==> config.mk <==
export PLATFORM = sky130hd
export DESIGN_NAME = fp_mult_pipe_flat
export DESIGN_NICKNAME = d
export VERILOG_FILES = /design/src/rtl/fp_mult_pipe_if.sv /design/src/rtl/fp_mult_pipe.sv /design/src/flat_wrapper.sv
export SDC_FILE = /design/constraint.sdc
export NUM_CORES = 1
export LEC_CHECK = 0
export CAP_MARGIN = 5
export CORE_ASPECT_RATIO = 1.25
export CORE_MARGIN = 2
export CORE_UTILIZATION = 55
export DETAILED_ROUTE_END_ITERATION = 6
export GPL_TIMING_DRIVEN = 1
export HOLD_SLACK_MARGIN = 0.08
export PLACE_DENSITY_LB_ADDON = 0.08
export SLEW_MARGIN = 20
export SYNTH_ARGS = -nofsm -noshare
export SYNTH_HDL_FRONTEND = slang
export SYNTH_SLANG_ARGS = --single-unit
==> constraint.sdc <==
create_clock -name CLK -period 5.5 [get_ports CLK]
set_clock_uncertainty 0.2 [all_clocks]
set_input_delay 1.1 -clock CLK [delete_from_list [all_inputs] [get_ports CLK]]
set_output_delay 1.1 -clock CLK [all_outputs]
set_load 0.03 [all_outputs]
==> src/rtl/fp_mult_pipe_if.sv <==
// fp_mult_pipe_if: operand/result handshake bundle for fp_mult_pipe.
//   in_valid / in_ready : operand pair transfer (master -> slave)
//   a, b                : operands {sign, exp, mant}, W = 1+EW+MW bits
//   out_valid / out_ready : result transfer (slave -> master)
//   result              : product word, W bits
//   flags               : {invalid, overflow, underflow, inexact}, qualified by out_valid
// The EW/MW parameters must match those of the fp_mult_pipe instance.
interface fp_mult_pipe_if #(
    parameter int EW = 5,
    parameter int MW = 10
);
    localparam int W = 1 + EW + MW;

    logic         in_valid;
    logic         in_ready;
    logic [W-1:0] a;
    logic [W-1:0] b;
    logic         out_valid;
    logic         out_ready;
    logic [W-1:0] result;
    logic [3:0]   flags;

    modport master (
        output in_valid, a, b, out_ready,
        input  in_ready, out_valid, result, flags
    );

    modport slave (
        input  in_valid, a, b, out_ready,
        output in_ready, out_valid, result, flags
    );
endinterface

==> src/rtl/fp_mult_pipe.sv <==
// fp_mult_pipe: pipelined floating-point multiplier, round-to-nearest-even,
// subnormal inputs treated as zero, subnormal results flushed to zero.
//   CLK    : clock, rising edge
//   RESETn : asynchronous active-low reset, clears all valids and outputs
//   bus    : fp_mult_pipe_if slave (operands in, result + flags out)
// Register chain: operand capture -> unpack -> significand product ->
// normalise/round/pack into the output register. A single global stall
// (out_valid & !out_ready) freezes every register, so order is preserved.
module fp_mult_pipe #(
    parameter int EW = 5,
    parameter int MW = 10
) (
    input  logic          CLK,
    input  logic          RESETn,
    fp_mult_pipe_if.slave bus
);
    localparam int W  = 1 + EW + MW;
    localparam int PW = 2 * MW + 2;
    localparam int XW = EW + 2;

    localparam logic signed [XW-1:0] BIAS = XW'(2 ** (EW - 1) - 1);
    localparam logic signed [XW-1:0] EMAX = XW'(2 ** EW - 1);
    localparam logic signed [XW-1:0] ONE  = XW'(1);
    localparam logic signed [XW-1:0] ZERO = '0;
    localparam logic [EW-1:0]        EXP_ONES = '1;
    localparam logic [W-1:0]         QNAN = {1'b0, {EW{1'b1}}, 1'b1, {(MW-1){1'b0}}};

    logic advance;

    assign advance      = ~(bus.out_valid & ~bus.out_ready);
    assign bus.in_ready = advance;

    // operand capture
    logic         v0;
    logic [W-1:0] a0, b0;

    always_ff @(posedge CLK or negedge RESETn) begin
        if (!RESETn) begin
            v0 <= 1'b0;
            a0 <= '0;
            b0 <= '0;
        end else if (advance) begin
            v0 <= bus.in_valid;
            a0 <= bus.a;
            b0 <= bus.b;
        end
    end

    // unpack / classify
    logic [EW-1:0]        ea, eb;
    logic [MW-1:0]        ma, mb;
    logic                 za, zb, infa, infb, nana, nanb, snana, snanb, inf_zero;
    logic                 sgn_u;
    logic signed [XW-1:0] e_u;
    logic                 spc_u;
    logic [W-1:0]         spc_res_u;
    logic [3:0]           spc_flg_u;

    assign ea    = a0[W-2:MW];
    assign eb    = b0[W-2:MW];
    assign ma    = a0[MW-1:0];
    assign mb    = b0[MW-1:0];
    assign za    = (ea == '0);
    assign zb    = (eb == '0);
    assign infa  = (ea == EXP_ONES) && (ma == '0);
    assign infb  = (eb == EXP_ONES) && (mb == '0);
    assign nana  = (ea == EXP_ONES) && (ma != '0);
    assign nanb  = (eb == EXP_ONES) && (mb != '0);
    assign snana = nana & ~ma[MW-1];
    assign snanb = nanb & ~mb[MW-1];
    assign inf_zero = (infa & zb) | (infb & za);
    assign sgn_u = a0[W-1] ^ b0[W-1];
    assign e_u   = $signed({2'b00, ea}) + $signed({2'b00, eb}) - BIAS;

    // special results are resolved here and carried alongside the datapath
    always_comb begin
        spc_u     = 1'b0;
        spc_res_u = '0;
        spc_flg_u = '0;
        if (nana | nanb | inf_zero) begin
            spc_u     = 1'b1;
            spc_res_u = QNAN;
            spc_flg_u = {inf_zero | snana | snanb, 3'b000};
        end else if (infa | infb) begin
            spc_u     = 1'b1;
            spc_res_u = {sgn_u, EXP_ONES, {MW{1'b0}}};
        end else if (za | zb) begin
            spc_u     = 1'b1;
            spc_res_u = {sgn_u, {(EW+MW){1'b0}}};
        end
    end

    logic                 v1, sgn1, spc1;
    logic signed [XW-1:0] e1;
    logic [MW:0]          siga1, sigb1;
    logic [W-1:0]         spc_res1;
    logic [3:0]           spc_flg1;

    always_ff @(posedge CLK or negedge RESETn) begin
        if (!RESETn) begin
            v1       <= 1'b0;
            sgn1     <= 1'b0;
            spc1     <= 1'b0;
            e1       <= '0;
            siga1    <= '0;
            sigb1    <= '0;
            spc_res1 <= '0;
            spc_flg1 <= '0;
        end else if (advance) begin
            v1       <= v0;
            sgn1     <= sgn_u;
            spc1     <= spc_u;
            e1       <= e_u;
            siga1    <= {1'b1, ma};
            sigb1    <= {1'b1, mb};
            spc_res1 <= spc_res_u;
            spc_flg1 <= spc_flg_u;
        end
    end

    // significand product
    logic                 v2, sgn2, spc2;
    logic signed [XW-1:0] e2;
    logic [PW-1:0]        prod2;
    logic [W-1:0]         spc_res2;
    logic [3:0]           spc_flg2;

    always_ff @(posedge CLK or negedge RESETn) begin
        if (!RESETn) begin
            v2       <= 1'b0;
            sgn2     <= 1'b0;
            spc2     <= 1'b0;
            e2       <= '0;
            prod2    <= '0;
            spc_res2 <= '0;
            spc_flg2 <= '0;
        end else if (advance) begin
            v2       <= v1;
            sgn2     <= sgn1;
            spc2     <= spc1;
            e2       <= e1;
            prod2    <= PW'(siga1) * PW'(sigb1);
            spc_res2 <= spc_res1;
            spc_flg2 <= spc_flg1;
        end
    end

    // normalise, round, pack
    // norm holds the hidden bit at its top (dropped), then mantissa, guard, sticky bits.
    logic                 msb, guard, sticky, rnd_up, carry, inexact;
    logic [PW-2:0]        norm;
    logic [MW-1:0]        mant_n, mant_r;
    logic signed [XW-1:0] e_f;
    logic [W-1:0]         res_c;
    logic [3:0]           flg_c;

    assign msb     = prod2[PW-1];
    assign norm    = msb ? prod2[PW-2:0] : {prod2[PW-3:0], 1'b0};
    assign mant_n  = norm[PW-2 -: MW];
    assign guard   = norm[MW];
    assign sticky  = |norm[MW-1:0];
    assign rnd_up  = guard & (sticky | mant_n[0]);
    assign {carry, mant_r} = {1'b0, mant_n} + {{MW{1'b0}}, rnd_up};
    // a rounding carry leaves mant_r at zero, i.e. significand 1.0 one binade up
    assign e_f     = e2 + (msb ? ONE : ZERO) + (carry ? ONE : ZERO);
    assign inexact = guard | sticky;

    always_comb begin
        res_c = {sgn2, e_f[EW-1:0], mant_r};
        flg_c = {3'b000, inexact};
        if (spc2) begin
            res_c = spc_res2;
            flg_c = spc_flg2;
        end else if (e_f >= EMAX) begin
            res_c = {sgn2, EXP_ONES, {MW{1'b0}}};
            flg_c = 4'b0101;
        end else if (e_f <= ZERO) begin
            res_c = {sgn2, {(EW+MW){1'b0}}};
            flg_c = 4'b0011;
        end
    end

    always_ff @(posedge CLK or negedge RESETn) begin
        if (!RESETn) begin
            bus.out_valid <= 1'b0;
            bus.result    <= '0;
            bus.flags     <= '0;
        end else if (advance) begin
            bus.out_valid <= v2;
            bus.result    <= res_c;
            bus.flags     <= flg_c;
        end
    end
endmodule

==> src/flat_wrapper.sv <==
// flat-port wrapper written by rule: the top's interface ports become plain ports
module fp_mult_pipe_flat 
#(
    parameter int EW = 5,
    parameter int MW = 10
)
  (CLK, RESETn, bus_in_valid, bus_a, bus_b, bus_out_ready, bus_in_ready, bus_out_valid, bus_result, bus_flags);
  fp_mult_pipe_if #(.EW(EW), .MW(MW)) bus_i ();
  input  logic CLK;
  input  logic RESETn;
  input wire logic [$bits(bus_i.in_valid)-1:0] bus_in_valid;
  input wire logic [$bits(bus_i.a)-1:0] bus_a;
  input wire logic [$bits(bus_i.b)-1:0] bus_b;
  input wire logic [$bits(bus_i.out_ready)-1:0] bus_out_ready;
  output wire logic [$bits(bus_i.in_ready)-1:0] bus_in_ready;
  output wire logic [$bits(bus_i.out_valid)-1:0] bus_out_valid;
  output wire logic [$bits(bus_i.result)-1:0] bus_result;
  output wire logic [$bits(bus_i.flags)-1:0] bus_flags;
  assign bus_i.in_valid = bus_in_valid;
  assign bus_i.a = bus_a;
  assign bus_i.b = bus_b;
  assign bus_i.out_ready = bus_out_ready;
  assign bus_in_ready = bus_i.in_ready;
  assign bus_out_valid = bus_i.out_valid;
  assign bus_result = bus_i.result;
  assign bus_flags = bus_i.flags;
  fp_mult_pipe #(.EW(EW), .MW(MW)) u_core (.CLK(CLK), .RESETn(RESETn), .bus(bus_i));
endmodule
Yosys cells after proc, flatten, opt, wreduce, memory -nomap -nowiden
Index checks and enable logic that the tools add are counted.
{ "word_totals": {"reg_bits": 158, "input_bits": 36, "word_cells": 78} }
{ "op_classes": {"add_sub_neg": 5, "mul": 1, "magnitude_cmp": 2, "n_eq_ne": 2, "mux": 16, "bitwise_logic": 20, "n_reduce_logical": 11} }
{ "ops": {"columns": ["cell", "n"], "rows": [
  ["two-way mux 16 bit", 4],
  ["two-way mux 15 bit", 2],
  ["multiplier 11 x 11 -> 22 bit", 1],
  ["two-way mux 21 bit", 1],
  ["zero test 10 bit", 2],
  ["nonzero test 10 bit", 2],
  ["adder 7 bit", 2],
  ["two-way mux 4 bit", 3],
  ["adder 10 x 1 -> 11 bit", 1],
  ["== test 5 bit (second input constant)", 2],
  ["zero test 5 bit", 2],
  ["OR reduction 10 bit", 1],
  ["bitwise OR 1 bit", 9],
  [">= comparator 7 x 6 -> 1 bit (second input constant)", 1],
  ["less-or-equal comparator 7 x 1 -> 1 bit (second input constant)", 1],
  ["subtractor 7 x 5 -> 7 bit (second input constant)", 1],
  ["adder 5 x 5 -> 6 bit", 1],
  ["bitwise AND 1 bit", 6],
  ["two-way mux 1 bit", 5],
  ["logical AND 1 bit", 4],
  ["inverter 1 bit", 4],
  ["two-way mux 2 bit", 1],
  ["XOR 1 bit", 1]
]} }

Logic depth before layout (Yosys ltp)
{ "logic_depth": {"depth_word": 11, "ltp_mapped": 21, "ltp_nobuf": 20} }

Worst setup path after synthesis
Ideal clock, no wire load.
{ "synth_path": {"path_type": "register to register", "startpoint": "register u_core.sigb1[10]", "endpoint": "register u_core.prod2[17]", "setup_ps": 95, "t_arrival_ps": 4973, "required_ps": 5205, "setup_slack_ps": 232, "path_stages_with_launch": 19, "n_path_buf": 2, "cell_sequence": "dfrtp_1 > clkbuf_1 > nand2_1 > fa_1 > fa_1 > inv_1 > fa_1 > fa_1 > inv_1 > fa_1 > inv_1 > ha_1 > buf_6 > a2111oi_0 > nor3_1 > o21ai_0 > a21oi_1 > o21a_1 > o31ai_1"} }
{ "synth_between": {"elab_chain_cells": 1} }
{ "synth_rtl": {"columns": ["element", "line_no", "rtl"], "rows": [
  ["from (decl)", "fp_mult_pipe.sv:95", "logic [MW:0] siga1, sigb1;"],
  ["from (signal assigned)", "fp_mult_pipe.sv:115", "sigb1 <= {1'b1, mb};"],
  ["multiplier 11 x 11 -> 22 bit", "fp_mult_pipe.sv:142", "prod2 <= PW'(siga1) * PW'(sigb1);"],
  ["to (signal assigned)", "fp_mult_pipe.sv:142", null],
  ["to (decl)", "fp_mult_pipe.sv:124", "logic [PW-1:0] prod2;"]
]} }
No other way between the ends.
A chain may end at the register's enable or synchronous reset.

Worst setup path after layout
{ "layout_path": {"startpoint": "register u_core.sigb1[10]", "endpoint": "register u_core.prod2[18]"} }
The elaborated chain is that of the path after synthesis.

==> flow_metrics.tcl <==
set metrics [dict create \
    status "finished, final reports clean" \
    maxCapViolCount 0 \
    worstPathMaxFanout 9 \
    cts_buffers 17 \
    drc 0 \
    grt_pass1_vias 7798 \
    place.gp.congestion 0.881 \
    ys_seq_area_share_pct 31.5 \
    grt_usage_pct 25.4 \
    cts_setup_buffers 0 \
    final_nets 1360 \
    setup_viol 0 \
    hpwlAfterDp_mm 16.9 \
    firstDrtPassIters 5 \
    worstSetupPathType "reg -> reg" \
    dieArea_um2 19100 \
    drive_above_1_share_pct 6.66 \
    synth_fa_ha_area_share_pct 25.2 \
    synthFlopType "dfrtp_1" \
    initial_core_util_pct 56.5 \
    timing.final.crit_period_ps 5230 \
    diodes 0 \
    avgSynthCellArea_um2 8.71 \
    wire_per_inst_um 15.9 \
    synthDistinctLibCells 56 \
    tns_ps 0 \
    path_cells "buf_4, and2_1, fa_1, fa_1, fa_1, fa_1, inv_1, fa_1, inv_1, ha_1, a21oi_2, o21a_1, nor3_1, o21a_1, o21a_1, o31ai_1" \
    drtIter0Drc 418 \
    ys_warn_count 0 \
    die_w_um 124 \
    synth_compound_area_share_pct 8.05 \
    via_count 7589 \
    rows 54 \
    cp-start-kind "register" \
    slew_headroom_pct 41.2 \
    synth_mux_area_share_pct 0.908 \
    via_per_inst 5.38 \
    cp.arrival_ps 5360 \
    seq_area_um2 3150 \
    hp-class "reg -> reg" \
    synth_seq_cells 125 \
    slowest_stage "fa_1" \
    dieHeight_um 154 \
    fill_cells 1552 \
    synth_nets 1326 \
    routed_wl_mm 22.5 \
    area_growth_pct 13.3 \
    postCtsHoldBufs 0 \
    core_area_um2 17600 \
    clkTransAtPathRegs_ps 70 \
    grt_max_degree 88 \
    pin_count 58 \
    syn_area_um2 9920 \
    synth_enable_flop_cells 0 \
    synth_top_family_by_area "adder cells" \
    clk_latency_ps 430 \
    synthCells 1139 \
    yosysMostFrequentCell "nand2_1" \
    fmax_mhz 191 \
    grt_pass1_wl_mm 38.0 \
    cts.htree.levels 4 \
    post-route-period-util_pct 95.1 \
    yosysTopAreaCellShare_pct 31.5 \
    cts.sinks 125 \
    multiInputGateArea_um2 6120 \
    cts_tree "built" \
    cpPeakStageDelay_ps 540 \
    synth_top_area_cell "dfrtp_1" \
    critPathRequiredTime_ps 5630 \
    final_max_slew_viol_count 0 \
    ys_async_sr_fraction_pct 100 \
    clockBufferDepth 2 \
    rsz0062_at_grt "false" \
    detail-route-antenna-nets 0 \
    tightest_slew_ps 881 \
    crit_top_cell "fa_1" \
    synthSimpleGateAreaFrac_pct 23.6 \
    cts_root_buf "clkbuf_16" \
    ys_top_cells_by_count "nand2_1, dfrtp_1, inv_1" \
    antenna_found_initial 0 \
    port_buffers 57 \
    synth.area.top_cells "dfrtp_1, fa_1, nand2_1, ha_1, and2_1" \
    gr-total-overflow 0 \
    final-hold-violation-count 0 \
    worstSetupEndpointType "register" \
    synth_xor_area_share_pct 3.53 \
]
[layout make-up]
type	count	area share, %
Inverter	114	3.82
Sequential cell	125	28.0
Tap cell	224	2.49
Multi-Input combinational cell	841	54.4
Clock buffer	17	3.78
Clock inverter	15	1.32
Timing Repair Buffer	74	6.19
[flip-flops by register name, summed over array words and instances (netlist names), 3 cells and up]
signal,cells
u_core.b0,16
u_core.prod2,22
u_core.e1,7
u_core.bus.flags,4
u_core.siga1,10
u_core.sigb1,11
u_core.e2,7
u_core.bus.result,16
u_core.spc_res1,3
u_core.a0,16
u_core.spc_res2,3
[cells by family after synthesis]
kind of cell | after synthesis
flip-flops | 125
XOR/XNOR | 40
AO/OA/AOI/OAI | 124
adder cells (fa/ha/maj) | 151
AND/OR/NAND/NOR | 517
buffers and inverters | 173
multiplexers | 9
[worst max-delay path: cells and delay by family (launching register included)]
family                     cells  cell delay [ps]
and+or+nand+nor                2              210
adders and majority gates      6             3000
buffers and inverters          3              270
DFF                            1              400
AOI/OAI and AO/OA              5             1030
[layout by cell type (no fill, tap or decap), types with 3 or more instances in the layout]
| cell type | count |
|---|---|
| nand2_1 | 320 |
| dfrtp_1 | 110 |
| fa_1 | 82 |
| a22o_1 | 10 |
| a21oi_1 | 41 |
| a21o_1 | 8 |
| nor3b_1 | 3 |
| clkbuf_16 | 17 |
| or4_1 | 5 |
| nor2_1 | 44 |
| nor2b_1 | 3 |
| o21ai_0 | 20 |
| clkdlybuf4s50_1 | 56 |
| xnor2_1 | 20 |
| mux2i_1 | 9 |
| clkinv_2 | 3 |
| dfrtp_2 | 15 |
| o21a_1 | 5 |
| nor3_1 | 11 |
| ha_1 | 68 |
| a211oi_1 | 3 |
| nor4_1 | 9 |
| nand4_1 | 8 |
| a31oi_1 | 6 |
| inv_6 | 7 |
| nand3_1 | 20 |
| and3_1 | 7 |
| o31ai_1 | 7 |
| and2_1 | 71 |
| inv_1 | 112 |
| buf_4 | 18 |
| xor2_1 | 20 |
| nand2b_1 | 7 |
[worst paths after layout]
check                            startpoint          endpoint  slack (ps)  cells after the start
max                        u_core.sigb1[10]  u_core.prod2[18]         270                     16
min                             u_core.sgn2       u_core.sgn2         260                      2
max reg2reg                u_core.sigb1[10]  u_core.prod2[18]         270                     16
min reg2reg                     u_core.sgn2       u_core.sgn2         260                      2
max in group asynchronous            RESETn   u_core.sigb1[3]        3780                      2
min in group asynchronous            RESETn       u_core.sgn2         610                      2
[metal layers]
| layer | vias to the layer above | track usage, % | wire, um |
|---|---|---|---|
| met5 | - | 0 | 0 |
| met4 | 0 | 8.67 | 507 |
| met3 | 39 | 3.71 | 610 |
| met2 | 137 | 43.5 | 11700 |
| met1 | 3701 | 32.8 | 9620 |
| li1 | 3712 | - | - |
[per-stage QoR]
step                      hold WS (ps)  utilization, %  setup WS [ps]  instances  area, um^2
after global routing               287            64.0           13.5       1410       11200
after global placement             250            60.5            181       1378       10600
after floorplan                    230               -            232       1139        9920
final                              265            64.0            269       1410       11200
after detailed placement           253            60.5           27.3       1378       10600
after CTS                          271            63.8           35.5       1410       11200
[repair_timing]
action	4_1_cts	5_1_grt
hold endpoints to repair	0	0
resized for setup	0	22
endpoints found under the setup margin	0	8
Power is left out: the tool's default activity adds up to more than one toggle a clock period on the data nets, which glitch-free logic cannot reach.
